**config.mk**
```make
export PLATFORM = sky130hd
export DESIGN_NAME = key_press_classifier_flat
export DESIGN_NICKNAME = d
export VERILOG_FILES = /design/src/rtl/key_press_classifier_if.sv /design/src/rtl/key_press_classifier.sv /design/src/flat_wrapper.sv
export SDC_FILE = /design/constraint.sdc
export NUM_CORES = 1
export LEC_CHECK = 0
export ABC_AREA = 1
export CAP_MARGIN = 30
export CORE_MARGIN = 5
export CORE_UTILIZATION = 62
export CTS_CLUSTER_DIAMETER = 80
export DETAILED_ROUTE_END_ITERATION = 6
export GPL_TIMING_DRIVEN = 0
export PLACE_DENSITY = 0.85
export SYNTH_ARGS = -nofsm -noshare
export SYNTH_HDL_FRONTEND = slang
export SYNTH_SLANG_ARGS = --single-unit
```
**constraint.sdc**
```tcl
create_clock -name Sys_clk -period 5.15 [get_ports Sys_clk]
set_input_delay 0.7725 -clock Sys_clk [delete_from_list [all_inputs] [get_ports Sys_clk]]
set_output_delay 0.7725 -clock Sys_clk [all_outputs]
set_load 0.05 [all_outputs]
```
**src/rtl/key_press_classifier_if.sv**
```systemverilog
// Key press classifier bus: debounced key level in, event pulses,
// hold level and event counter out. Clock and reset stay plain ports.
interface key_press_classifier_if;
  logic       Pin_in;
  logic       short_press;
  logic       long_press;
  logic       double_click;
  logic       key_hold;
  logic [7:0] event_cnt;

  modport master (
    output Pin_in,
    input  short_press, long_press, double_click, key_hold, event_cnt
  );

  modport slave (
    input  Pin_in,
    output short_press, long_press, double_click, key_hold, event_cnt
  );
endinterface

```
**src/rtl/key_press_classifier.sv**
```systemverilog
// Key press classifier: turns a debounced active-low key level into
// short_press / long_press / double_click pulses, a key_hold level and
// a wrapping 8-bit event counter.
// Optional feature macro: KEY_DCLICK_EN (adds WAIT2/PRESS2 and
// double-click detection). Without it, a release in PRESS1 is reported
// as a short press on the next cycle and double_click stays 0.
module key_press_classifier #(
  parameter int LONG_CNT   = 50_000_000,
  parameter int DCLICK_CNT = 15_000_000
) (
  input  logic                   Sys_clk,
  input  logic                   Sys_reset,
  key_press_classifier_if.slave  kif
);

  // Reject parameter sets that make the timeouts meaningless.
  if (LONG_CNT < 2 || DCLICK_CNT < 2 || DCLICK_CNT >= LONG_CNT) begin : g_param_err
    $error("key_press_classifier: need LONG_CNT >= 2 and 2 <= DCLICK_CNT < LONG_CNT");
  end

  typedef enum logic [2:0] {
    IDLE      = 3'd0,
    PRESS1    = 3'd1,
    LONG_HOLD = 3'd2
`ifdef KEY_DCLICK_EN
    ,
    WAIT2     = 3'd3,
    PRESS2    = 3'd4
`endif
  } state_t;

  localparam logic [25:0] LONG_TERM = 26'(LONG_CNT - 1);
`ifdef KEY_DCLICK_EN
  localparam logic [25:0] DCLK_TERM = 26'(DCLICK_CNT - 1);
`endif

  state_t      r_state;
  state_t      w_state_nxt;
  logic [25:0] r_cnt;
  logic        r_pin_d;
  logic        r_armed;
  logic        r_short;
  logic        r_long;
  logic        r_hold;
  logic [7:0]  r_event_cnt;
  logic        w_press;
  logic        w_release;
  logic        w_short_nxt;
  logic        w_long_nxt;
  logic        w_dclick_nxt;
  logic        w_evt;

  // r_armed blocks the fake press edge a key held low through reset
  // would otherwise produce against the reset value of r_pin_d.
  assign w_press   = r_armed & r_pin_d & ~kif.Pin_in;
  assign w_release = ~r_pin_d & kif.Pin_in;
  assign w_evt     = w_short_nxt | w_long_nxt | w_dclick_nxt;

  // Next-state and event-trigger decode; edges win over terminal counts.
  always_comb begin
    w_state_nxt  = r_state;
    w_short_nxt  = 1'b0;
    w_long_nxt   = 1'b0;
    w_dclick_nxt = 1'b0;
    case (r_state)
      IDLE: begin
        if (w_press) w_state_nxt = PRESS1;
      end
      PRESS1: begin
        if (w_release) begin
`ifdef KEY_DCLICK_EN
          w_state_nxt = WAIT2;
`else
          w_state_nxt = IDLE;
          w_short_nxt = 1'b1;
`endif
        end else if (r_cnt == LONG_TERM) begin
          w_state_nxt = LONG_HOLD;
          w_long_nxt  = 1'b1;
        end
      end
      LONG_HOLD: begin
        if (w_release) w_state_nxt = IDLE;
      end
`ifdef KEY_DCLICK_EN
      WAIT2: begin
        if (w_press) begin
          w_state_nxt = PRESS2;
        end else if (r_cnt == DCLK_TERM) begin
          w_state_nxt = IDLE;
          w_short_nxt = 1'b1;
        end
      end
      PRESS2: begin
        // No timeout here: a long second hold just waits for release.
        if (w_release) begin
          w_state_nxt  = IDLE;
          w_dclick_nxt = 1'b1;
        end
      end
`endif
      default: w_state_nxt = IDLE;
    endcase
  end

  // State, per-state cycle counter and input edge history.
  always_ff @(posedge Sys_clk) begin
    if (!Sys_reset) begin
      r_state <= IDLE;
      r_cnt   <= 26'd0;
      r_pin_d <= 1'b1;
      r_armed <= 1'b0;
    end else begin
      r_state <= w_state_nxt;
      r_cnt   <= (w_state_nxt != r_state) ? 26'd0 : r_cnt + 26'd1;
      r_pin_d <= kif.Pin_in;
      r_armed <= r_armed | kif.Pin_in;
    end
  end

  // Registered event pulses, hold level and event counter.
  always_ff @(posedge Sys_clk) begin
    if (!Sys_reset) begin
      r_short     <= 1'b0;
      r_long      <= 1'b0;
      r_hold      <= 1'b0;
      r_event_cnt <= 8'd0;
    end else begin
      r_short     <= w_short_nxt;
      r_long      <= w_long_nxt;
      r_hold      <= (w_state_nxt == LONG_HOLD);
      r_event_cnt <= r_event_cnt + {7'd0, w_evt};
    end
  end

`ifdef KEY_DCLICK_EN
  logic r_dclick;

  // Double-click pulse register.
  always_ff @(posedge Sys_clk) begin
    if (!Sys_reset) r_dclick <= 1'b0;
    else            r_dclick <= w_dclick_nxt;
  end

  assign kif.double_click = r_dclick;
`else
  assign kif.double_click = 1'b0;
`endif

  assign kif.short_press = r_short;
  assign kif.long_press  = r_long;
  assign kif.key_hold    = r_hold;
  assign kif.event_cnt   = r_event_cnt;

endmodule

```
**src/flat_wrapper.sv**
```systemverilog
// flat-port wrapper written by rule: the top's interface ports become plain ports
module key_press_classifier_flat 
#(
  parameter int LONG_CNT   = 50_000_000,
  parameter int DCLICK_CNT = 15_000_000
)
  (Sys_clk, Sys_reset, kif_Pin_in, kif_short_press, kif_long_press, kif_double_click, kif_key_hold, kif_event_cnt);
  key_press_classifier_if kif_i ();
  input  logic Sys_clk;
  input  logic Sys_reset;
  input wire logic [$bits(kif_i.Pin_in)-1:0] kif_Pin_in;
  output wire logic [$bits(kif_i.short_press)-1:0] kif_short_press;
  output wire logic [$bits(kif_i.long_press)-1:0] kif_long_press;
  output wire logic [$bits(kif_i.double_click)-1:0] kif_double_click;
  output wire logic [$bits(kif_i.key_hold)-1:0] kif_key_hold;
  output wire logic [$bits(kif_i.event_cnt)-1:0] kif_event_cnt;
  assign kif_i.Pin_in = kif_Pin_in;
  assign kif_short_press = kif_i.short_press;
  assign kif_long_press = kif_i.long_press;
  assign kif_double_click = kif_i.double_click;
  assign kif_key_hold = kif_i.key_hold;
  assign kif_event_cnt = kif_i.event_cnt;
  key_press_classifier #(.LONG_CNT(LONG_CNT), .DCLICK_CNT(DCLICK_CNT)) u_core (.Sys_clk(Sys_clk), .Sys_reset(Sys_reset), .kif(kif_i));
endmodule
```
# --- Yosys cells after proc, flatten, opt, wreduce, memory -nomap -nowiden ---
# Cells that the tools add are included.
totals:
  ff_bits: 42
  elab_cells: 35
  inputBits: 3
  out_inout_bits: 12
op_classes:
  eq_ne: 5
  mux: 10
  bitwise: 8
  n_reduce_logical: 2
  n_addsub: 2
op_table:
  columns: ["cell", "count"]
  rows:
  - ["26-bit by 1-bit adder with 26-bit output, second input constant", 1]
  - ["26-bit == test, second input constant", 1]
  - ["3-bit 2-to-1 mux", 4]
  - ["3-bit one-hot mux with 3 select lines", 1]
  - ["8-bit by 1-bit adder with 8-bit output", 1]
  - ["3-bit by 2-bit == test with 1-bit output, second input constant", 2]
  - ["1-bit 2-to-1 mux", 5]
  - ["1-bit AND", 3]
  - ["3-bit by 1-bit == test with 1-bit output, second input constant", 1]
  - ["3-bit logical NOT", 1]
  - ["3-bit != test", 1]
  - ["1-bit NOT", 3]
  - ["1-bit OR", 2]
  - ["2-bit OR reduction", 1]

# --- Logic depth before layout (Yosys ltp) ---
# Gate-level depths: netlist (run 1).
logic_depth:
  depth_word: 6
  ltp_mapped: 15
  depth_no_buf: 15

# --- Least setup slack after synthesis (run 1) ---
# Ideal clock, no wire load.
synth_path:
  kind: "flip-flop to flip-flop"
  startpoint: "register u_core.r_cnt[0]"
  endpoint: "register u_core.r_event_cnt[6], in the netlist u_core.kif.event_cnt[6]"
  setup_ps: 117
  path_slack_ps: 2985
  path_buffers: 0
  t_arrival_ps: 2048
  required_ps: 5033
  synth_period_minus_slack_ps: 2165
  stages_incl_launch_ff: 16
  path_cell_list: "dfxtp_1 ha_1 nand2_2 nor2_4 nand4_1 nor2_1 nand2_1 o21ai_0 ha_1 ha_1 nand2_1 nor2_1 inv_1 nor3_1 xnor2_1 nor2_1"
synth_via:
  elab_chain_len: 6
synth_lines:
  columns: ["element", "line_no", "source"]
  rows:
  - ["from (decl)", "key_press_classifier.sv:39", "logic [25:0] r_cnt;"]
  - ["from (signal assigned)", "key_press_classifier.sv:115", "r_cnt <= (w_state_nxt != r_state) ? 26'd0 : r_cnt + 26'd1;"]
  - ["26-bit == test", "key_press_classifier.sv:77", "end else if (r_cnt == LONG_TERM) begin"]
  - ["1-bit 2-to-1 mux", "key_press_classifier.sv:77", null]
  - ["1-bit 2-to-1 mux", "key_press_classifier.sv:70", "if (w_release) begin"]
  - ["1-bit 2-to-1 mux", "key_press_classifier.sv:65", "case (r_state)"]
  - ["1-bit OR", "key_press_classifier.sv:57", "assign w_evt = w_short_nxt | w_long_nxt | w_dclick_nxt;"]
  - ["8-bit by 1-bit adder with 8-bit output", "key_press_classifier.sv:132", "r_event_cnt <= r_event_cnt + {7'd0, w_evt};"]
  - ["to (signal assigned)", "key_press_classifier.sv:132", null]
  - ["to (decl)", "key_press_classifier.sv:45", "logic [7:0] r_event_cnt;"]
# No other way between the ends.
# A chain may end at the register's enable or synchronous reset.

# --- Final worst setup path (run 1) ---
layout_path:
  startpoint: "input kif_Pin_in"
  endpoint: "register u_core.r_event_cnt[6], in the netlist u_core.kif.event_cnt[6]"
layout_via:
  elab_chain_len: 5
  word_cells_on_any_way: 7
  classes_between: "add/sub (1); mux (4); bitwise (2)"
layout_lines:
  columns: ["element", "line_no", "source"]
  rows:
  - ["from (decl)", "flat_wrapper.sv:11", "input wire logic [$bits(kif_i.Pin_in)-1:0] kif_Pin_in;"]
  - ["1-bit AND (*)", "key_press_classifier.sv:56", "assign w_release = ~r_pin_d & kif.Pin_in;"]
  - ["1-bit 2-to-1 mux", "key_press_classifier.sv:70", null]
  - ["1-bit 2-to-1 mux", "key_press_classifier.sv:65", null]
  - ["1-bit OR (*)", "key_press_classifier.sv:57", null]
  - ["8-bit by 1-bit adder with 8-bit output (*)", "key_press_classifier.sv:132", null]
# Mark *: on every way between the ends. The rest lies on a longest branch, timed or not.

==> results.cfg, run 1 <==
[worst_setup_path]
slowest_stage = clkdlybuf4s50_1
crit_chain = clkdlybuf4s50_1 -> inv_1 -> nor2_1 -> nand2_1 -> o21ai_0 -> ha_1 -> ha_1 -> nand2_1 -> nor2_1 -> inv_1 -> nor3_1 -> xnor2_1 -> nor2_1
path_common_cell = nor2_1
worstSetupEndpointType = flip-flop
crit_family = simple AND/OR/NAND/NOR gates
crit_path_max_incr_delay_ps = 480
required_ps = 5410
path_buf_inv = 3
crit_type = primary input to flip-flop
start_kind = primary input
regToRegEndpoint = u_core.kif.event_cnt[6]$_SDFF_PN0_
cp_max_fo = 4
cp.arrival_ps = 2770
rrSetupSlack_ps = 2690
r2r_start = u_core.r_cnt[0]$_SDFF_PP0_
rr_worst_depth = 15

[sta]
timing.final.crit_period_ps = 2509
timing.final.ws_setup_ps = 2641
rsz0062_at_grt = false
max_freq_ghz = 0.3985
tns_ps = 0
layout_worst_path_cycle_share_pct = 48.72
skew_ps = 11.68
drv_slew = 0
finalHoldViolations = 0
max_slew_margin_pct = 65.82
worst_slew_pin_slew_ps = 511.1
setup_viol = 0

[grt]
gr-usage-all-layers_pct = 19.93
grt_pass1_vias = 1659
grt_antenna_before_repair = 0
grt-ovfl-total = 0
grt_pass1_wl_um = 6824
grt_start_max_net_pins = 16

[yosys]
synth-seq-cells = 42
synth.avg_cell_area_um2 = 7.018
syn_area_um2 = 2098
synth_cells = 299
ys_warn_count = 0
ys_types = 24
yosysSeqAreaShare_pct = 40.07

[placement]
port_buffers = 13
dp_cells = 359
placed_cell_area_um2 = 2290
post-dp-hpwl_um = 3258
place_congestion = 0.9361
dp_worst_setup_slack_ps = 2248

[floorplanning]
floorplan.die.height_um = 68.18
die_width_um = 68.18
die_area_um2 = 4648
core_um2 = 3311
start_util_pct = 63.38
rows = 21
pin_count = 15

[cells_and_area]
fin_area_um2 = 2351
stdcell_count = 367
drive_gt1_share_pct = 7.477
fin_nets = 326
syn_to_final_growth_pct = 12.05
diodes = 0

[detailed_routing]
antenna_left = 0
wl_per_cell_um = 11.14
routed_wl_um = 4089
drt-initial-drc-count = 118
drc = 0
post_drt_via_cell_ratio = 4.921
firstDrtPassIters = 4
vias = 1806

[run]
maxCapViolCount = 0

[clocking]
insertion_delay_ps = 360
cts_setup_buffers = 0
cts_resized = 0
max-clock-path-buffers = 2
clock-sinks = 42
clk_pin_slew_ps = 140
cts_root_buf = clkbuf_4
cts_hold_buffers = 0
htreeDepth = 2
cts_buffers = 5
cts_tree = done

[hold_path]
worstHoldPathType = flip-flop to flip-flop
min_from = u_core.r_armed$_SDFF_PN0_
holdPathStages = 2
hold_end = u_core.r_armed$_SDFF_PN0_

[power_and_ir_drop]
leakage_uw = 0.0008150
p_per_area_nw_per_um2 = 219.8
ir_worst_vdd_mv = 0.1829

[run_status]
status = completed
state kept, by name, summed over array words and instances, names as in the netlist:
signal	flops
u_core.kif.short_press	1
u_core.r_state	3
u_core.kif.event_cnt	8
u_core.r_pin_d	1
u_core.r_cnt	26
u_core.r_armed	1
u_core.kif.key_hold	1
u_core.kif.long_press	1
worst max path at each step:
stage	start	end	slack (ps)	depth (start not counted)
after CTS	kif_Pin_in	u_core.kif.event_cnt[6]$_SDFF_PN0_	2630	13
after global routing	u_core.r_cnt[0]$_SDFF_PP0_	u_core.kif.event_cnt[6]$_SDFF_PN0_	2430	15
after floorplan	u_core.r_cnt[0]$_SDFF_PP0_	u_core.kif.event_cnt[6]$_SDFF_PN0_	2990	15
final	kif_Pin_in	u_core.kif.event_cnt[6]$_SDFF_PN0_	2640	13
after global placement	kif_Pin_in	u_core.kif.event_cnt[6]$_SDFF_PN0_	2300	13
after detailed placement	kif_Pin_in	u_core.kif.event_cnt[6]$_SDFF_PN0_	2250	13
cell type report:
type,count,area (um2)
multi-input cells,203,1036
clock inverters,3,23.77
inverters,52,195.2
repair buffers,13,130.1
flip-flops and latches,42,840.8
clock buffers,5,37.54
fillers,278,959.7
plain buffers,3,30.03
well taps,46,57.56
cell usage in the layout (no fill, tap or decap), types with 2 or more instances in the layout:
cell	synthesis	final
clkinvlp_4	0	2
ha_1	3	3
conb_1	1	2
nor4_1	2	2
nor2_2	3	3
nor3_2	3	3
nor3_1	11	11
dfxtp_1	42	42
xor2_1	18	18
clkbuf_4	0	5
nand2_1	58	58
xnor2_1	7	7
nand3_1	10	10
buf_6	2	2
clkdlybuf4s50_1	0	13
nor2_1	63	63
nand4_1	7	7
o21ai_0	3	3
inv_1	51	51
a21oi_1	7	7
nand2_2	2	2
metrics by stage:
stage	power (uW)	hold slack, ps	utilization, %
after floorplan	350.8	436.7	-
after global placement	356.0	446.7	69.16
after detailed placement	356.4	448.0	69.16
after CTS	522.3	466.8	71.01
after global routing	542.4	490.5	71.01
final	516.7	463.6	71.01
logic make-up (layout without fill, tap and decap cells):
kind of cell,count (synthesis),in the layout,share of synthesized area (%)
DFF,42,42,40.07
other,1,2,0.1787
buffers and inverters,55,76,10.73
adders and majority gates,3,3,1.789
xor gates and xnor gates,25,25,10.44
AOI/OAI and AO/OA,10,10,2.385
and+or+nand+nor,163,163,34.41
power by group:
part           total, uW  internal (uW)  switching, uW
Combinational       20.1           6.93           13.2
Sequential           329            327           1.72
Clock                167           54.7            113
Total                517            389            128
synthesized netlist by cell type, drive strengths merged:
master	count	area share, %
dfxtp	42	40
a21oi	7	1.7
nor2	67	13
nor4	3	1.2
nand4	7	2.1
nor3	14	4.1
buf	3	1.4
inv	52	9.3
nand3	11	2.9
xnor2	7	2.9
nand2	61	12
conb	1	0.18
o21ai	3	0.72
ha	3	1.8
xor2	18	7.5
worst min-delay path: stages (launching register included):
cell	delay, ps
dfxtp_1	320
inv_1	60
a21oi_1	60
routing by layer:
metal  wire [um]  global-route usage (%)
met1        1896                   24.72
met2        1983                   32.73
met3         149                   4.926
met4          59                   8.437
met5           0                       0
Note: power is estimated with default switching activity, not from simulation.
==> inputs of run 2 (changes only) <==
Settings changed: CORE_UTILIZATION 62 to 58, PLACE_DENSITY 0.85 to 0.8.
Clock period 5.15 ns to 2.55 ns, I/O delays scaled along.
==> run 2 against run 1 <==
  * Clock power grew to 2.6 times the previous value
  * Die area increased by 5.9%
  * Register-to-register slack worse by 2500 ps
  * Flip-flop and latch count unchanged
  * Setup slack got worse by 2400 ps
  * Combinational power rose by 110%
  * Via count down 0.72%
  * Largest cell class unchanged
  * Non-clock buffer count increased by 4
  * Sequential share of layout area decreased by 0.97 points
  * Global-route usage fell by 1.7 points
  * Critical endpoint unchanged
==> results.cfg, run 2 (synthesized netlist as in run 1, its figures left out) <==
[run_status]
status = completed

[detailed_routing]
antenna_left = 0
firstDrtPassIters = 4
drt-initial-drc-count = 146
wl_per_cell_um = 11.31
drc = 0
routed_wl_um = 4197
vias = 1793
post_drt_via_cell_ratio = 4.833

[placement]
place_congestion = 0.9153
dp_worst_setup_slack_ps = -19.38
post-dp-hpwl_um = 3146
port_buffers = 13

[hold_path]
worstHoldPathType = flip-flop to flip-flop

[cells_and_area]
diodes = 0
final_cell_mix = nor2_1, nand2_1, inv_1
num-fill-cells = 294
layout_commonest_cell = nor2_1
syn_to_final_growth_pct = 15.32
largest_reg_flops = 26
fin_nets = 330
largest-register = u_core.r_cnt
drive_gt1_share_pct = 10.15

[worst_setup_path]
crit_family = simple AND/OR/NAND/NOR gates
required_ps = 2810
cp.arrival_ps = 2590
start_kind = flip-flop
cp_max_fo = 5
crit_chain = ha_2 -> nand2_2 -> nor2_4 -> nand4_1 -> nor2_1 -> nand2_1 -> o21ai_2 -> ha_2 -> ha_1 -> nand2_1 -> nor2_1 -> inv_1 -> nor3_2 -> xnor2_1 -> nor2_1
worstSetupEndpointType = flip-flop
path_common_cell = nor2_1
crit_path_max_incr_delay_ps = 380
path_buf_inv = 1
slowest_stage = dfxtp_2
crit_type = flip-flop to flip-flop

[clocking]
htreeDepth = 2
cts_root_buf = clkbuf_4
clock-sinks = 42
cts_buffers = 5
insertion_delay_ps = 350
max-clock-path-buffers = 2
clk_pin_slew_ps = 120
cts_tree = done
cts_hold_buffers = 0

[sta]
skew_ps = 5.750
timing.final.crit_period_ps = 2336
setup_viol = 0
worst_slew_pin_slew_ps = 510.8
finalHoldViolations = 0
timing.final.ws_setup_ps = 213.6
max_slew_margin_pct = 65.84
drv_slew = 0
max_freq_ghz = 0.4280
layout_worst_path_cycle_share_pct = 91.62

[power_and_ir_drop]
leakage_uw = 0.0008436
ir_worst_vdd_mv = 0.3475
power_uw = 1135
p_per_area_nw_per_um2 = 469.1

[grt]
grt_pass1_wl_um = 7176
grt_pass1_vias = 1661
gr-usage-all-layers_pct = 18.20
grt-ovfl-total = 0
grt_antenna_before_repair = 0
grt_start_max_net_pins = 14

[floorplanning]
start_util_pct = 61.43
die_width_um = 70.15
die_area_um2 = 4920
rows = 21
floorplan.die.height_um = 70.15
pin_count = 15
core_um2 = 3416

[run]
maxCapViolCount = 0
==> run 2: worst reg2reg max path, cell delays in order, from the launching register on <==
cell and delay, ps:
dfxtp_2 380, ha_2 210, nand2_2 70, nor2_4 180, nand4_1 100, nor2_1 100
nand2_1 110, o21ai_2 160, ha_2 210, ha_1 160, nand2_1 70, nor2_1 100
inv_1 80, nor3_2 130, xnor2_1 140, nor2_1 60
==> run 2: timing repair <==
action / CTS / global route
buffers inserted: 0 / 4
resized for setup: 1 / 6
endpoints found under the setup margin: 1 / 4
pin swaps: 0 / 1
==> run 2: per-layer routing <==
| layer | up-vias | global-route usage [%] | part of all wire, % |
|---|---|---|---|
| li1 | 959 | - | - |
| met1 | 788 | 24.76 | 49 |
| met4 | 0 | 6.809 | 1.7 |
| met3 | 9 | 5.308 | 4.8 |
| met2 | 37 | 27.18 | 44 |
| met5 | - | 0 | 0 |
==> run 2: final cells by class <==
type | count | area [um2] | area share [%]
buffer | 3 | 30.03 | 1.241
clock buffer | 6 | 41.29 | 1.706
clock inverter | 2 | 37.54 | 1.551
inverter | 52 | 195.2 | 8.066
multi-input combinational | 203 | 1056 | 43.64
sequential | 42 | 842.1 | 34.80
tap | 46 | 57.56 | 2.378
timing repair buffer | 17 | 160.2 | 6.618
==> run 2: stage by stage <==
step	area, um2	TNS, ps	utilization (%)	hold slack, ps	instances
finish	2420	0	70.84	467.2	371
global route	2420	-120.5	70.84	491.6	371
CTS	2369	0	69.34	471.8	367
detailed placement	2290	-19.38	67.03	454.7	359
global placement	2290	0	67.03	445.3	359
floorplan	2102	0	-	436.7	300
==> run 2: report_power, final <==
group	internal, uW	switching [uW]	leakage [uW]	total (uW)
logic	14.1	27.4	0.000465	41.6
clock network	207	222	0.0000385	429
registers	661	3.49	0.000340	665
==> run 2: worst paths after layout <==
check / startpoint / to / slack [ps] / depth (start not counted)
max: u_core.r_cnt[0]$_SDFF_PP0_ / u_core.kif.event_cnt[6]$_SDFF_PN0_ / 210 / 15
min: u_core.r_cnt[0]$_SDFF_PP0_ / u_core.r_cnt[0]$_SDFF_PP0_ / 470 / 1
max reg2reg: u_core.r_cnt[0]$_SDFF_PP0_ / u_core.kif.event_cnt[6]$_SDFF_PN0_ / 210 / 15
min reg2reg: u_core.r_cnt[0]$_SDFF_PP0_ / u_core.r_cnt[0]$_SDFF_PP0_ / 470 / 1
==> variant: new RTL, flow settings as in run 1 <==
Build with the macro `KEY_DCLICK_EN` defined.
--- a/src/rtl/key_press_classifier.sv
+++ b/src/rtl/key_press_classifier.sv
@@ -4,6 +4,8 @@
 // Optional feature macro: KEY_DCLICK_EN (adds WAIT2/PRESS2 and
 // double-click detection). Without it, a release in PRESS1 is reported
 // as a short press on the next cycle and double_click stays 0.
+`define KEY_DCLICK_EN
+
 module key_press_classifier #(
   parameter int LONG_CNT   = 50_000_000,
   parameter int DCLICK_CNT = 15_000_000
Behaviour: not the same (a bounded check fails within 4 cycles, from zero or initial values and one cycle with Sys_reset low).
==> variant against run 1 <==
- worst setup slack got worse by 10 ps
- area after synthesis increased by 4.8%
- total power is 16% higher
- cell area grew 5.6%
- final cell count up 1.1%
- via count is 4.8% higher
- wire length rose by 1.5%
- synthesized cell count rose by 1.3%
- sequential cell count increased by 1
- sequential power rose by 4%
- critical path type unchanged
- critical endpoint unchanged
- largest power group unchanged
- highest routed layer unchanged
==> variant: results (changes against run 1) <==
Status
  – Status: finished, final reports clean

GRT
  – Met3 Use GR: 5.22% (+0.29 points)
  – Vias in the first global route: 1829 (+10%)
  – Largest net degree at the start of global routing: 14 (-2)
  – Tot GR Track Use: 18.5% (-1.4 points)
  – Met1 usage: 21.4% (-3.3 points)
  – Global-route wire length before repair: 7.46 mm (+9.3%)
  – Initial antenna violation count: 0 (unchanged)
  – Grt met2 use: 33.3% (+0.53 points)

Min path
  – Hold Path Cell Cnt: 1 (-1)
  – Hold-critical path endpoint: u_core.kif.event_cnt[6]
  – HP Start: u_core.kif.event_cnt[6]

Finish
  – Final #Nets: 330 (+1.2%)
  – Fill count: 249 (-10%)
  – Largest Register: u_core.r_cnt
  – Largest register FFs: 26 (unchanged)
  – Share of cells above drive strength 1: 11.1% (+3.6 points)
  – Ant diodes: 0 (unchanged)
  – Final std cells w/o fill: 371 (+1.1%)

Timing
  – Tightest Pin Transition: 514 ps (+3.06 ps)
  – Hold_ws: 491 ps (+27.1 ps)
  – Layout Skew: 15.7 ps (+4.03 ps)
  – Fmax: 397 MHz (-0.41%)

Power
  – VDD IR max: 0.000182 V (-0.25%)
  – LEAKAGE: 0.956 nW (+17%)

Synth
  – Seq/Total Area, Yosys: 39.2% (-0.91 points)
  – Synth area leaders: dfxtp_1 (39%), nor2_1 (9.2%), inv_1 (8.7%)
  – Top cells by count, synth: nor2_1 (54), inv_1 (51), nand2_1 (49)
  – Syn_area_per_cell: 7.26 µm² (+3.4%)
  – Synth unique cells: 26 (+8.3%)
  – Post-synthesis async set-or-reset flop share: 0% (unchanged)

Drt
  – Initial DRT Pass Iterations: 7 (+3)
  – DR WL/cell: 11.2 µm (+0.42%)
  – First DRT Iteration DRCs: 114 (-3.4%)
  – Via count: 1892 (+4.8%)

Setup path
  – Worst-path fanout max: 4 (unchanged)
  – Worst Reg-to-Reg Cells: 13 (-2)
  – CP arrival: 2810 ps (+40 ps)
  – Worst reg2reg setup slack: 2780 ps (+90 ps)

Placed design
  – DP HPWL: 3.27 mm (+0.41%)
  – Port Buffers: 14 (+1)
  – Final Wtd Congestion: 0.924 (-1.3%)
  – Placed cells: 363 (+1.1%)
  – Pre-CTS setup slack: 2260 ps (+8.85 ps)

Clock tree
  – Clock edge transition at the registers on the reported setup and hold paths: 120 ps (-20 ps)
## variant: how the worst max path moves through the flow
stage | from | endpoint | cells after the start
3_5_place_dp | kif_Pin_in | u_core.kif.event_cnt[6] | 13
3_3_place_gp | kif_Pin_in | u_core.kif.event_cnt[6] | 13
4_1_cts | kif_Pin_in | u_core.kif.event_cnt[6] | 13
5_1_grt | kif_Pin_in | u_core.kif.event_cnt[6] | 14
6_report | kif_Pin_in | u_core.kif.event_cnt[6] | 13
2_1_floorplan | kif_Pin_in | u_core.kif.event_cnt[6] | 12
## variant: worst max-delay path, cell delays in order
cell and delay, ps:
clkdlybuf4s50_1 470, inv_1 70, a31oi_1 230, nand3_1 140, nand3_1 110, ha_1 190
ha_1 170, nand2_1 70, nor2_1 90, inv_1 70, nor3_1 190, o21ai_0 110
a21oi_1 120
## variant: final cells by class
cell class              count  area share, %
multi-input cells         204           44.5
flip-flops and latches     43           34.7
inverters                  52           7.86
repair buffers             14           5.65
well taps                  46           2.32
clock buffers               6           2.07
plain buffers               4           1.51
clock inverters             2           1.41
## variant: cell families (layout without fill, tap and decap cells)
logic type / after synthesis / in the layout / share of synthesized area [%]
DFF: 43 / 43 / 39.2
adders and majority gates: 3 / 3 / 1.71
and+or+nand+nor: 162 / 162 / 35.1
xor gates and xnor gates: 25 / 25 / 9.96
buffers and inverters: 56 / 78 / 10.6
AOI/OAI and AO/OA: 14 / 14 / 3.53
## variant: through the flow
step                utilization [%]  cell area, µm²  total power, mW
CTS                            73.2            2480            0.605
global placement               70.7            2400            0.382
detailed placement             70.7            2400            0.383
global route                   73.2            2480            0.627
floorplan                         -            2200            0.375
finish                         73.2            2480            0.598
## variant: power by group
part / switching (mW) / total, mW / internal [mW]
Clock: 0.107 / 0.222 / 0.115
Sequential: 0.00509 / 0.342 / 0.337
Combinational: 0.0205 / 0.0329 / 0.0123
## variant: per-layer routing
metal	wire length [µm]	part of all wire, %	up-vias
met5	0	0	-
met4	52	1.3	0
met3	198	4.8	7
met2	2070	50	41
met1	1830	44	868
li1	-	-	976
